**config.mk**
```make
export PLATFORM = sky130hd
export DESIGN_NAME = baud_tick_ctrl_flat
export DESIGN_NICKNAME = d
export VERILOG_FILES = /design/src/rtl/baud_tick_ctrl_if.sv /design/src/rtl/baud_tick_ctrl.sv /design/src/flat_wrapper.sv
export SDC_FILE = /design/constraint.sdc
export NUM_CORES = 1
export LEC_CHECK = 0
export ABC_AREA = 1
export BUFFER_PORTS_ARGS = -buffer_cell sky130_fd_sc_hd__buf_4
export CAP_MARGIN = 20
export CORE_UTILIZATION = 25
export CTS_BUF_LIST = sky130_fd_sc_hd__clkbuf_16
export DETAILED_ROUTE_END_ITERATION = 6
export PLACE_DENSITY = 0.48
export REMOVE_ABC_BUFFERS = 1
export SLEW_MARGIN = 5
export SYNTH_ARGS = -nofsm -noshare
export SYNTH_HDL_FRONTEND = slang
export SYNTH_SLANG_ARGS = --single-unit
```
**constraint.sdc**
```tcl
create_clock -name CLK -period 2.5 [get_ports CLK]
set_clock_uncertainty 0.2 [all_clocks]
set_input_delay 0 -clock CLK [delete_from_list [all_inputs] [get_ports CLK]]
set_output_delay 0 -clock CLK [all_outputs]
set_load 0.01 [all_outputs]
```
**src/rtl/baud_tick_ctrl_if.sv**
```systemverilog
// Divisor configuration handshake between the register block
// and the baud tick scheduler.
interface baud_tick_ctrl_if #(
  parameter int DIV_W = 16
);
  logic [DIV_W-1:0] CFG_DIV;
  logic             CFG_VALID;
  logic             CFG_READY;
  logic             CFG_ERR;

  modport master (
    output CFG_DIV,
    output CFG_VALID,
    input  CFG_READY,
    input  CFG_ERR
  );

  modport slave (
    input  CFG_DIV,
    input  CFG_VALID,
    output CFG_READY,
    output CFG_ERR
  );
endinterface

```
**src/rtl/baud_tick_ctrl.sv**
```systemverilog
// Programmable oversample/mid-bit/bit clock-enable scheduler
// with bit-boundary divisor switching and RX re-phasing.
module baud_tick_ctrl #(
  parameter int DIV_W   = 16,
  parameter int OVS     = 16,
  parameter int DIV_RST = 54
) (
  input  logic                  CLK,
  input  logic                  RST,
  input  logic                  EN,
  baud_tick_ctrl_if.slave       cfg,
  input  logic                  RX_ALIGN,
  output logic [DIV_W-1:0]      CUR_DIV,
  output logic                  OVS_CE,
  output logic                  MID_CE,
  output logic                  BAUD_CE
);

  localparam int PH_W = $clog2(OVS);
  localparam logic [PH_W-1:0] PH_LAST = PH_W'(OVS - 1);
  localparam logic [PH_W-1:0] PH_MID  = PH_W'(OVS / 2 - 1);

  typedef enum logic [1:0] {
    IDLE = 2'd0,
    RUN  = 2'd1,
    PEND = 2'd2
  } state_t;

  state_t           state_q, state_d;
  logic [DIV_W-1:0] cur_div_q, cur_div_d;
  logic [DIV_W-1:0] pend_q, pend_d;
  logic [DIV_W-1:0] cnt_q, cnt_d;
  logic [PH_W-1:0]  phase_q, phase_d;
  logic             ovs_q, ovs_d;
  logic             mid_q, mid_d;
  logic             baud_q, baud_d;
  logic             err_q, err_d;

  logic cfg_ready;
  logic xfer;
  logic take;
  logic tick;
  logic last;

  assign cfg_ready = (state_q != PEND);
  assign xfer      = cfg.CFG_VALID & cfg_ready;
  assign take      = xfer & (cfg.CFG_DIV != '0);
  assign tick      = (cnt_q == cur_div_q - DIV_W'(1));
  assign last      = (phase_q == PH_LAST);

  always_comb begin
    state_d   = state_q;
    cur_div_d = cur_div_q;
    pend_d    = pend_q;
    cnt_d     = cnt_q;
    phase_d   = phase_q;
    ovs_d     = 1'b0;
    mid_d     = 1'b0;
    baud_d    = 1'b0;
    err_d     = xfer & (cfg.CFG_DIV == '0);

    unique case (state_q)
      IDLE: begin
        cnt_d   = '0;
        phase_d = '0;
        if (take) cur_div_d = cfg.CFG_DIV;
        if (EN)   state_d   = RUN;
      end
      RUN, PEND: begin
        if (!EN) begin
          state_d = IDLE;
          cnt_d   = '0;
          phase_d = '0;
          if (state_q == PEND) cur_div_d = pend_q;
          if (take)            cur_div_d = cfg.CFG_DIV;
        end else begin
          if (RX_ALIGN) begin
            cnt_d   = '0;
            phase_d = '0;
          end else if (tick) begin
            cnt_d   = '0;
            ovs_d   = 1'b1;
            mid_d   = (phase_q == PH_MID);
            baud_d  = last;
            phase_d = last ? '0 : phase_q + PH_W'(1);
          end else begin
            cnt_d = cnt_q + DIV_W'(1);
          end
          // Pending divisor lands on realign or on the bit tick
          if (state_q == PEND && (RX_ALIGN || (tick && last))) begin
            cur_div_d = pend_q;
            state_d   = RUN;
          end
          if (take) begin
            pend_d  = cfg.CFG_DIV;
            state_d = PEND;
          end
        end
      end
      default: state_d = IDLE;
    endcase
  end

  always_ff @(posedge CLK) begin
    if (RST) begin
      state_q   <= IDLE;
      cur_div_q <= DIV_W'(DIV_RST);
      pend_q    <= '0;
      cnt_q     <= '0;
      phase_q   <= '0;
      ovs_q     <= 1'b0;
      mid_q     <= 1'b0;
      baud_q    <= 1'b0;
      err_q     <= 1'b0;
    end else begin
      state_q   <= state_d;
      cur_div_q <= cur_div_d;
      pend_q    <= pend_d;
      cnt_q     <= cnt_d;
      phase_q   <= phase_d;
      ovs_q     <= ovs_d;
      mid_q     <= mid_d;
      baud_q    <= baud_d;
      err_q     <= err_d;
    end
  end

  assign cfg.CFG_READY = cfg_ready;
  assign cfg.CFG_ERR   = err_q;
  assign CUR_DIV       = cur_div_q;
  assign OVS_CE        = ovs_q;
  assign MID_CE        = mid_q;
  assign BAUD_CE       = baud_q;

endmodule

```
**src/flat_wrapper.sv**
```systemverilog
// flat-port wrapper written by rule: the top's interface ports become plain ports
module baud_tick_ctrl_flat 
#(
  parameter int DIV_W   = 16,
  parameter int OVS     = 16,
  parameter int DIV_RST = 54
)
  (CLK, RST, EN, RX_ALIGN, CUR_DIV, OVS_CE, MID_CE, BAUD_CE, cfg_CFG_DIV, cfg_CFG_VALID, cfg_CFG_READY, cfg_CFG_ERR);
  baud_tick_ctrl_if #(.DIV_W(DIV_W)) cfg_i ();
  input  logic CLK;
  input  logic RST;
  input  logic EN;
  input  logic RX_ALIGN;
  output logic [DIV_W-1:0] CUR_DIV;
  output logic OVS_CE;
  output logic MID_CE;
  output logic BAUD_CE;
  input wire logic [$bits(cfg_i.CFG_DIV)-1:0] cfg_CFG_DIV;
  input wire logic [$bits(cfg_i.CFG_VALID)-1:0] cfg_CFG_VALID;
  output wire logic [$bits(cfg_i.CFG_READY)-1:0] cfg_CFG_READY;
  output wire logic [$bits(cfg_i.CFG_ERR)-1:0] cfg_CFG_ERR;
  assign cfg_i.CFG_DIV = cfg_CFG_DIV;
  assign cfg_i.CFG_VALID = cfg_CFG_VALID;
  assign cfg_CFG_READY = cfg_i.CFG_READY;
  assign cfg_CFG_ERR = cfg_i.CFG_ERR;
  baud_tick_ctrl #(.DIV_W(DIV_W), .OVS(OVS), .DIV_RST(DIV_RST)) u_core (.CLK(CLK), .RST(RST), .EN(EN), .cfg(cfg_i), .RX_ALIGN(RX_ALIGN), .CUR_DIV(CUR_DIV), .OVS_CE(OVS_CE), .MID_CE(MID_CE), .BAUD_CE(BAUD_CE));
endmodule
```
[Yosys cells after proc, flatten, opt, wreduce, memory -nomap -nowiden]
Index checks and enable logic that the tools add are counted.
Storage, ports and cells
  bits in registers: 58
  bits of input ports: 21
  output and inout port bits: 21
  logic and storage cells: 65
Operators by class
  $add $sub $neg: 3
  eq/ne operators: 12
  muxes and demuxes: 21
  bitwise gates (word level): 6
  reductions and logical operators: 14
Operators with widths (count)
  two-way mux 16 bit: 8
  one-hot mux 16 bit (2 select lines): 2
  adder 16 x 1 -> 16 bit (second input constant): 1
  equality test 16 bit: 1
  zero test 16 bit: 1
  two-way mux 4 bit: 4
  nonzero test 16 bit: 1
  subtractor 16 x 1 -> 16 bit (second input constant): 1
  two-way mux 2 bit: 4
  inequality test 4 x 2 -> 1 bit (second input constant): 2
  one-hot mux 4 bit (2 select lines): 1
  OR reduction 5 bit: 1
  adder 4 x 1 -> 4 bit (second input constant): 1
  equality test 4 x 3 -> 1 bit (second input constant): 1
  equality test 4 bit (second input constant): 1
  inequality test 2 bit (second input constant): 2
  inequality test 4 x 3 -> 1 bit (second input constant): 1
  one-hot mux 2 bit (2 select lines): 1
  AND reduction 2 bit: 2
  AND reduction 4 bit: 1
  OR reduction 4 bit: 1
  bitwise AND 1 bit: 3
  inequality test 3 x 2 -> 1 bit (second input constant): 1
  NOT 1 bit: 3
  other kinds (10): 11

[Logic depth before layout (Yosys ltp)]
Gate-level depths: netlist of run 1.
  depth after elaboration: 9
  gate-level depth with buffers: 19
  depth with buffers taken out: 19

[Worst setup path after synthesis of run 1]
Ideal clock, no wire load.
  path type: register -> register
  start point: reg u_core.cur_div_q[0] (netlist: u_core.CUR_DIV[0])
  end point: reg u_core.cur_div_q[4] (netlist: u_core.CUR_DIV[4])
  setup time: 0.130 ns
  data arrival time: 2.003 ns
  required time: 2.170 ns
  slack: 0.167 ns
  stages on the path, launching flop included: 19
  buffers on the path: 1
  period minus slack after synthesis: 2.333 ns
  cells stage by stage: dfxtp_1 > inv_1 > ha_1 > nand3_4 > nor2_4 > nand2_2 > nand2_1 > nand2_1 > nor2_1 > nand2_1 > nor2_1 > nand3_1 > nand2_1 > nand2_2 > nand2_4 > nand2_4 > buf_6 > nand2_1 > nand3_1
Between the ends
  cells in the longest elaborated chain, start to end: 7
Ends and longest elaborated chain
  start: declaration: line baud_tick_ctrl.sv:30  | logic [DIV_W-1:0] cur_div_q, cur_div_d;
  start signal: assignment: line baud_tick_ctrl.sv:107  | cur_div_q <= DIV_W'(DIV_RST);
  start signal: assignment: line baud_tick_ctrl.sv:117  | cur_div_q <= cur_div_d;
  subtractor 16 x 1 -> 16 bit: line baud_tick_ctrl.sv:48  | assign tick = (cnt_q == cur_div_q - DIV_W'(1));
  equality test 16 bit: line baud_tick_ctrl.sv:48
  logical AND 1 bit: line baud_tick_ctrl.sv:90  | if (state_q == PEND && (RX_ALIGN || (tick && last))) begin
  logical OR 1 bit: line baud_tick_ctrl.sv:90
  logical AND 1 bit: line baud_tick_ctrl.sv:90
  inequality test 3 x 2 -> 1 bit (no source line)
  AND reduction 4 bit (no source line)
No other way between the ends.
A chain may end at the register's enable or synchronous reset.

[Worst setup path in the final report of run 1]
  start point: reg u_core.cur_div_q[1] (netlist: u_core.CUR_DIV[1])
  end point: reg u_core.cur_div_q[3] (netlist: u_core.CUR_DIV[3])
Same word-level chain as after synthesis.

==> flow_summary_export.csv, run 1 <==
group,metric,value,unit
grt,antenna_found_initial,0,
sta,holdWs,0.227,ns
final_layout,area_growth_syn_to_layout,39.5,%
critical_path,worst_ep_arrival_time,2.44,ns
synthesis,synth-seq-area-share,0.335,
synthesis,ys_seq_elements,58,
clock_network,insertion_delay,0.33,ns
final_layout,antenna_cells,0,
power_and_ir_drop,p_sw,2000,uW
route,routed_wl,9570,um
sta,final.setup.worst_slack,0.0756,ns
critical_path,rr_worst_depth,18,
critical_path,endpoint_kind,"register",
critical_path,cp_max_fo,7,
placement,post-place-ws,-0.0423,ns
synthesis,synth_area_leaders,"dfxtp_1 (33%), nand2_1 (14%), nor2_1 (6.8%)",
sta,grt_setup_unrepaired,"yes",
synthesis,yosysWarnings,0,
placement,dpl.cell_count,745,
power_and_ir_drop,leakagePower,0.00206,uW
route,vias,3463,
synthesis,synth_top_area_frac,0.335,
power_and_ir_drop,sw_frac_of_total,0.406,
grt,first_global_vias,3168,
route,wl_per_cell,12.2,um
sta,hold_violations,0,
sta,worst-slew-pin-transition,0.517,ns
route,drt_iter0_drc,158,
floorplan,fp.dieH,120,um
outcome,status,"complete, no violations",
placement,hpwl,7010,um
flow_run,drv_cap,0,
grt,track_usage,0.136,
power_and_ir_drop,power,4910,uW
synthesis,synth_cells,526,
final_layout,n_fill_cell,1440,
sta,relSlewSlack,0.656,
final_layout,fin_util,0.361,
sta,timing.fmax,412,MHz
power_and_ir_drop,power_density,1020,mW/mm^2
critical_path,required,2.51,ns
floorplan,start_util,0.259,
route,drc_errors,0,
power_and_ir_drop,power.share.clock,0.267,
floorplan,dieArea,0.0143,mm^2
grt,grt_pass1_wl,15400,um
synthesis,syn_avg_cell_area,6.59,um^2
worst_hold_path,hold_path_depth,1,
synthesis,yosysTopAreaCell,"dfxtp_1",
grt,grt-ovfl-total,0,
final_layout,drive_gt1_frac,0.223,
route,ant_nets,0,
worst_hold_path,hp-class,"register to register",
synthesis,synth_cell_types,37,
power_and_ir_drop,seqPwrFrac,0.274,
grt,grt_start_max_net_pins,39,
critical_path,worstSetupPathType,"register to register",
sta,fin_crit,2.42,ns
critical_path,crit_path_start_kind,"register",
clock_network,clk_pin_slew,0.05,ns
route,vias_per_cell,4.40,
final_layout,finalNonFillerCells,787,
route,dr.pass1.iters,4,
power_and_ir_drop,p_int,2910,uW
sta,final-setup-viol-count,0,
floorplan,io_pins,42,
sta,post-route-period-util,0.970,
clock_network,cts_root_buf,"clkbuf_16",
synthesis,netlist_area,0.00347,mm^2
clock_network,clockBufferDepth,2,
placement,port_buffers,41,
clock_network,htreeDepth,3,
clock_network,clock-sinks,58,
final_layout,final_nets,633,
clock_network,cts_buffers,9,
sta,drv_slew,0,
clock_network,cts_tree,"done",
floorplan,coreArea,0.0134,mm^2
power_and_ir_drop,p_comb_frac,0.459,
power_and_ir_drop,ir_drop,374,uV
placement,gp_congestion,0.824,
floorplan,fp-row-count,42,
floorplan,die_w,120,um
-- critical path, cell delays in order (launching register included) --
cell,delay (ns)
dfxtp_4,0.37
inv_4,0.06
ha_4,0.15
nand3_4,0.10
nor2_4,0.21
nand3b_1,0.09
nand2_1,0.10
nand2_1,0.06
inv_1,0.06
nand2_1,0.06
nor2_2,0.13
nand3_1,0.09
nand2_1,0.10
nand2_2,0.10
nand2_8,0.14
buf_12,0.13
nand3_2,0.05
nand2_1,0.07
nor2_1,0.04
-- synth_stat cells (all sizes together) --
cell and instances:
a21oi 32, nand4 5, nor3b 3, ha 6, nand3b 6, a31oi 1, nand2b 1, nor2 77
a211oi 1, o2111ai 1, dfxtp 58, and2 1, nor4 5, o21ai 32, clkbuf 11, xor2 18
nand3 43, inv 63, buf 5, and3 1, nand2 135, o22a 1, or2 2, o21bai 1
xnor2 8, nor3 9
-- final timing paths --
check	start	endpoint	slack (ns)
min reg2reg	u_core.phase_q[3]$_SDFFE_PP0P_	u_core.MID_CE$_SDFF_PP0_	0.23
max reg2reg	u_core.CUR_DIV[1]$_SDFFE_PP1P_	u_core.CUR_DIV[3]$_SDFFE_PP0P_	0.08
max	u_core.CUR_DIV[1]$_SDFFE_PP1P_	u_core.CUR_DIV[3]$_SDFFE_PP0P_	0.08
min	u_core.phase_q[3]$_SDFFE_PP0P_	u_core.MID_CE$_SDFF_PP0_	0.23
-- layer usage --
metal,global-route usage,part of all wire,vias up
met4,0.0469,0.012,0
met2,0.217,0.47,51
met3,0.0290,0.018,7
met1,0.180,0.50,1556
li1,-,-,1849
met5,0,0,-
-- final cells by class --
type	instances	area [um^2]	area share
Inverter	63	239	0.0494
Multi-Input combinational cell	390	2160	0.446
Sequential cell	58	1180	0.245
Clock inverter	7	83.8	0.0173
Timing Repair Buffer	84	729	0.151
Tap cell	176	220	0.0455
Clock buffer	9	225	0.0466
-- registers in the layout (all words and copies together) (netlist names) --
name	flops
u_core.BAUD_CE	1
u_core.CUR_DIV	16
u_core.MID_CE	1
u_core.OVS_CE	1
u_core.cfg.CFG_ERR	1
u_core.cnt_q	16
u_core.pend_q	16
u_core.phase_q	4
u_core.state_q	2
-- power by group through the flow --
stage | sequential [uW] | combinational, uW | clock (uW)
2_1_floorplan | 1290 | 1290 | 0
3_5_place_dp | 1310 | 1960 | 0
5_1_grt | 1370 | 2540 | 1400
3_3_place_gp | 1310 | 1950 | 0
6_report | 1350 | 2250 | 1310
4_1_cts | 1290 | 2000 | 1350
-- what timing repair did --
item,in CTS,in global routing
pin swaps,1,19
setup buffers,0,3
setup endpoints to repair,13,35
hold buffers,21,0
cloned,0,2
gates resized for setup,1,50
endpoints found under the hold margin,43,0
-- placed cells by master, fill, tap and decap left out, types with 8 or more instances in the layout --
cell type / Yosys / routed
nor2_4: 2 / 9
buf_4: 1 / 59
clkbuf_16: 0 / 10
dlygate4sd3_1: 0 / 21
nor2_2: 12 / 12
a21oi_1: 32 / 32
nor2_1: 63 / 56
inv_1: 62 / 60
xor2_1: 18 / 18
dfxtp_1: 58 / 50
nand2_1: 126 / 122
nand3_1: 42 / 35
xnor2_1: 8 / 8
o21ai_0: 31 / 31
nand2_2: 7 / 9
-- per-stage QoR --
stage	cell area [um^2]	TNS [ns]
final	4840	0
after global routing	4840	-0.942
after CTS	4590	0
after detailed placement	4070	-0.293
after global placement	4070	0
after floorplan	3380	0
-- cell families after synthesis --
kind of cell	after synthesis	synth area share
adder cells (fa/ha/maj)	6	0.0217
XOR/XNOR	26	0.0657
buffers and inverters	79	0.0931
AND/OR/NAND/NOR	288	0.380
AO/OA/AOI/OAI	69	0.105
flip-flops	58	0.335
(Power assumes the default switching activity.)
==> run 2: changes to the inputs <==
Settings changed: PLACE_DENSITY 0.48 to 0.47.
Clock period 2.5 ns to 2.4 ns, I/O delays scaled along.
==> flow_summary_export.csv, run 2 (synthesis gave the netlist of run 1 again) <==
group,metric,value,unit
critical_path,endpoint_kind,"register",
route,topRoutingLayerUsed,"met4",
critical_path,cp_common_cell,"nand2_1",
outcome,status,"finished, violations left",
clock_network,cts_tree,"done",
critical_path,cp.depth,18,
grt,grt-ovfl-total,0,
final_layout,finalNonFillerCells,803,
floorplan,coreArea,0.0134,mm^2
clock_network,clk_pin_slew,0.05,ns
placement,gp_congestion,0.836,
floorplan,dieArea,0.0143,mm^2
sta,final-setup-viol-count,1,
route,drt-met1-wl,4590,um
route,dr.pass1.iters,5,
sta,drv_slew,0,
floorplan,fp.dieH,120,um
final_layout,fin_util,0.372,
route,routed-wl-met3,366,um
route,routed-wl-met2,4720,um
final_layout,mostFrequentLayoutCells,"nand2_1 (114), buf_4 (70), inv_1 (60)",
final_layout,n_fill_cell,1417,
floorplan,fp-row-count,42,
sta,fin_crit,2.40,ns
placement,port_buffers,41,
worst_hold_path,hp-class,"register to register",
clock_network,insertion_delay,0.33,ns
final_layout,antenna_cells,0,
route,ant_nets,0,
critical_path,path_cells,"inv_2, ha_4, nand3_4, nor2_4, buf_6, xor2_1, nand2_1, inv_1, nand2_1, nor2_2, nand3_2, nand2_2, nand2_4, nand2_8, buf_12, nand3_1, nand2_1, nor2_1",
clock_network,clockBufferDepth,2,
final_layout,area_growth_syn_to_layout,43.7,%
power_and_ir_drop,ir_drop,424,uV
critical_path,slowest_stage,"dfxtp_2",
outcome,violations,"setup timing",
critical_path,required,2.42,ns
floorplan,io_pins,42,
worst_hold_path,hold_path_depth,1,
critical_path,worstSetupPathType,"register to register",
sta,worst-slew-pin-transition,0.525,ns
critical_path,cp_top_family,"simple AND/OR/NAND/NOR gates",
grt,track_usage,0.140,
power_and_ir_drop,power,5130,uW
sta,grt_setup_unrepaired,"yes",
route,routed_wl,9810,um
floorplan,die_w,120,um
sta,final.setup.worst_slack,-0.000373,ns
critical_path,worst_ep_arrival_time,2.42,ns
critical_path,crit_path_start_kind,"register",
power_and_ir_drop,power_density,1030,mW/mm^2
critical_path,rr_worst_depth,18,
final_layout,final_common_cell,"nand2_1",
route,wl_per_cell,12.2,um
flow_run,drv_cap,0,
grt,grt_start_max_net_pins,39,
sta,timing.fmax,417,MHz
grt,antenna_found_initial,0,
power_and_ir_drop,leakagePower,0.00216,uW
clock_network,cts_buffers,9,
placement,hpwl,7140,um
final_layout,multiInputGateArea,0.00218,mm^2
clock_network,clock-sinks,58,
placement,dpl.cell_count,755,
clock_network,htreeDepth,3,
floorplan,start_util,0.259,
sta,relSlewSlack,0.650,
clock_network,cts_root_buf,"clkbuf_16",
grt,first_global_vias,3309,
grt,grt_pass1_wl,16000,um
final_layout,final_nets,649,
sta,post-route-period-util,1.00,
route,vias_per_cell,4.43,
final_layout,seq_area,0.00117,mm^2
sta,hold_violations,0,
sta,fin_setup_tns,-0.000373,ns
final_layout,drive_gt1_frac,0.257,
critical_path,critPathMaxStageDelay,0.33,ns
critical_path,cp_max_fo,7,
critical_path,path_buf_inv,4,
route,drt_iter0_drc,155,
sta,holdWs,0.222,ns
route,vias,3555,
route,drc_errors,0,
-- run 2: changes by cell type in the layout (fill, tap and decap cells not counted), moves of 5 or more --
cell / previous run / this run
nand2_1: 122 / 114
nand2_2: 9 / 16
dfxtp_4: 5 / 0
buf_4: 59 / 70
-- run 2: layout make-up --
class,instances,share of cell area
multi-input combinational,390,0.438
sequential,58,0.235
timing repair buffer,100,0.179
inverter,63,0.0475
clock buffer,9,0.0452
tap,176,0.0442
clock inverter,7,0.0121
-- run 2: path summary, 6_finish.rpt --
| check | start | to | slack (ns) |
|---|---|---|---|
| max | u_core.CUR_DIV[1]$_SDFFE_PP1P_ | u_core.CUR_DIV[7]$_SDFFE_PP0P_ | -0.0004 |
| min | u_core.phase_q[3]$_SDFFE_PP0P_ | u_core.MID_CE$_SDFF_PP0_ | 0.22 |
| max reg2reg | u_core.CUR_DIV[1]$_SDFFE_PP1P_ | u_core.CUR_DIV[7]$_SDFFE_PP0P_ | -0.0004 |
| min reg2reg | u_core.phase_q[3]$_SDFFE_PP0P_ | u_core.MID_CE$_SDFF_PP0_ | 0.22 |
-- run 2: layer usage --
layer  track usage  vias to the layer above
met5             0                        -
met4        0.0500                        0
met2         0.227                       54
li1              -                     1876
met1         0.182                     1613
met3        0.0309                       12
-- run 2: timing repair --
item                                    in CTS  in global routing
pin swaps                                    3                 18
hold buffers                                21                  0
gates cloned                                 0                  3
endpoints found under the setup margin      19                 38
resized for setup                            6                 52
buffers inserted                             2                  6
endpoints found under the hold margin       43                  0
-- run 2: stage by stage --
| step | cell area, um^2 | setup slack, ns |
|---|---|---|
| 4_1_cts | 4700 | 0.00150 |
| 2_1_floorplan | 3380 | 0.0575 |
| 5_1_grt | 4980 | -0.145 |
| 3_3_place_gp | 4160 | -0.0656 |
| 3_5_place_dp | 4160 | -0.116 |
| 6_report | 4980 | -0.000373 |
-- run 2: where the power goes --
group / leakage (uW) / internal, uW / switching [uW]
registers: 0.000473 / 1160 / 199
clock network: 0.000132 / 788 / 457
logic: 0.00155 / 1090 / 1440
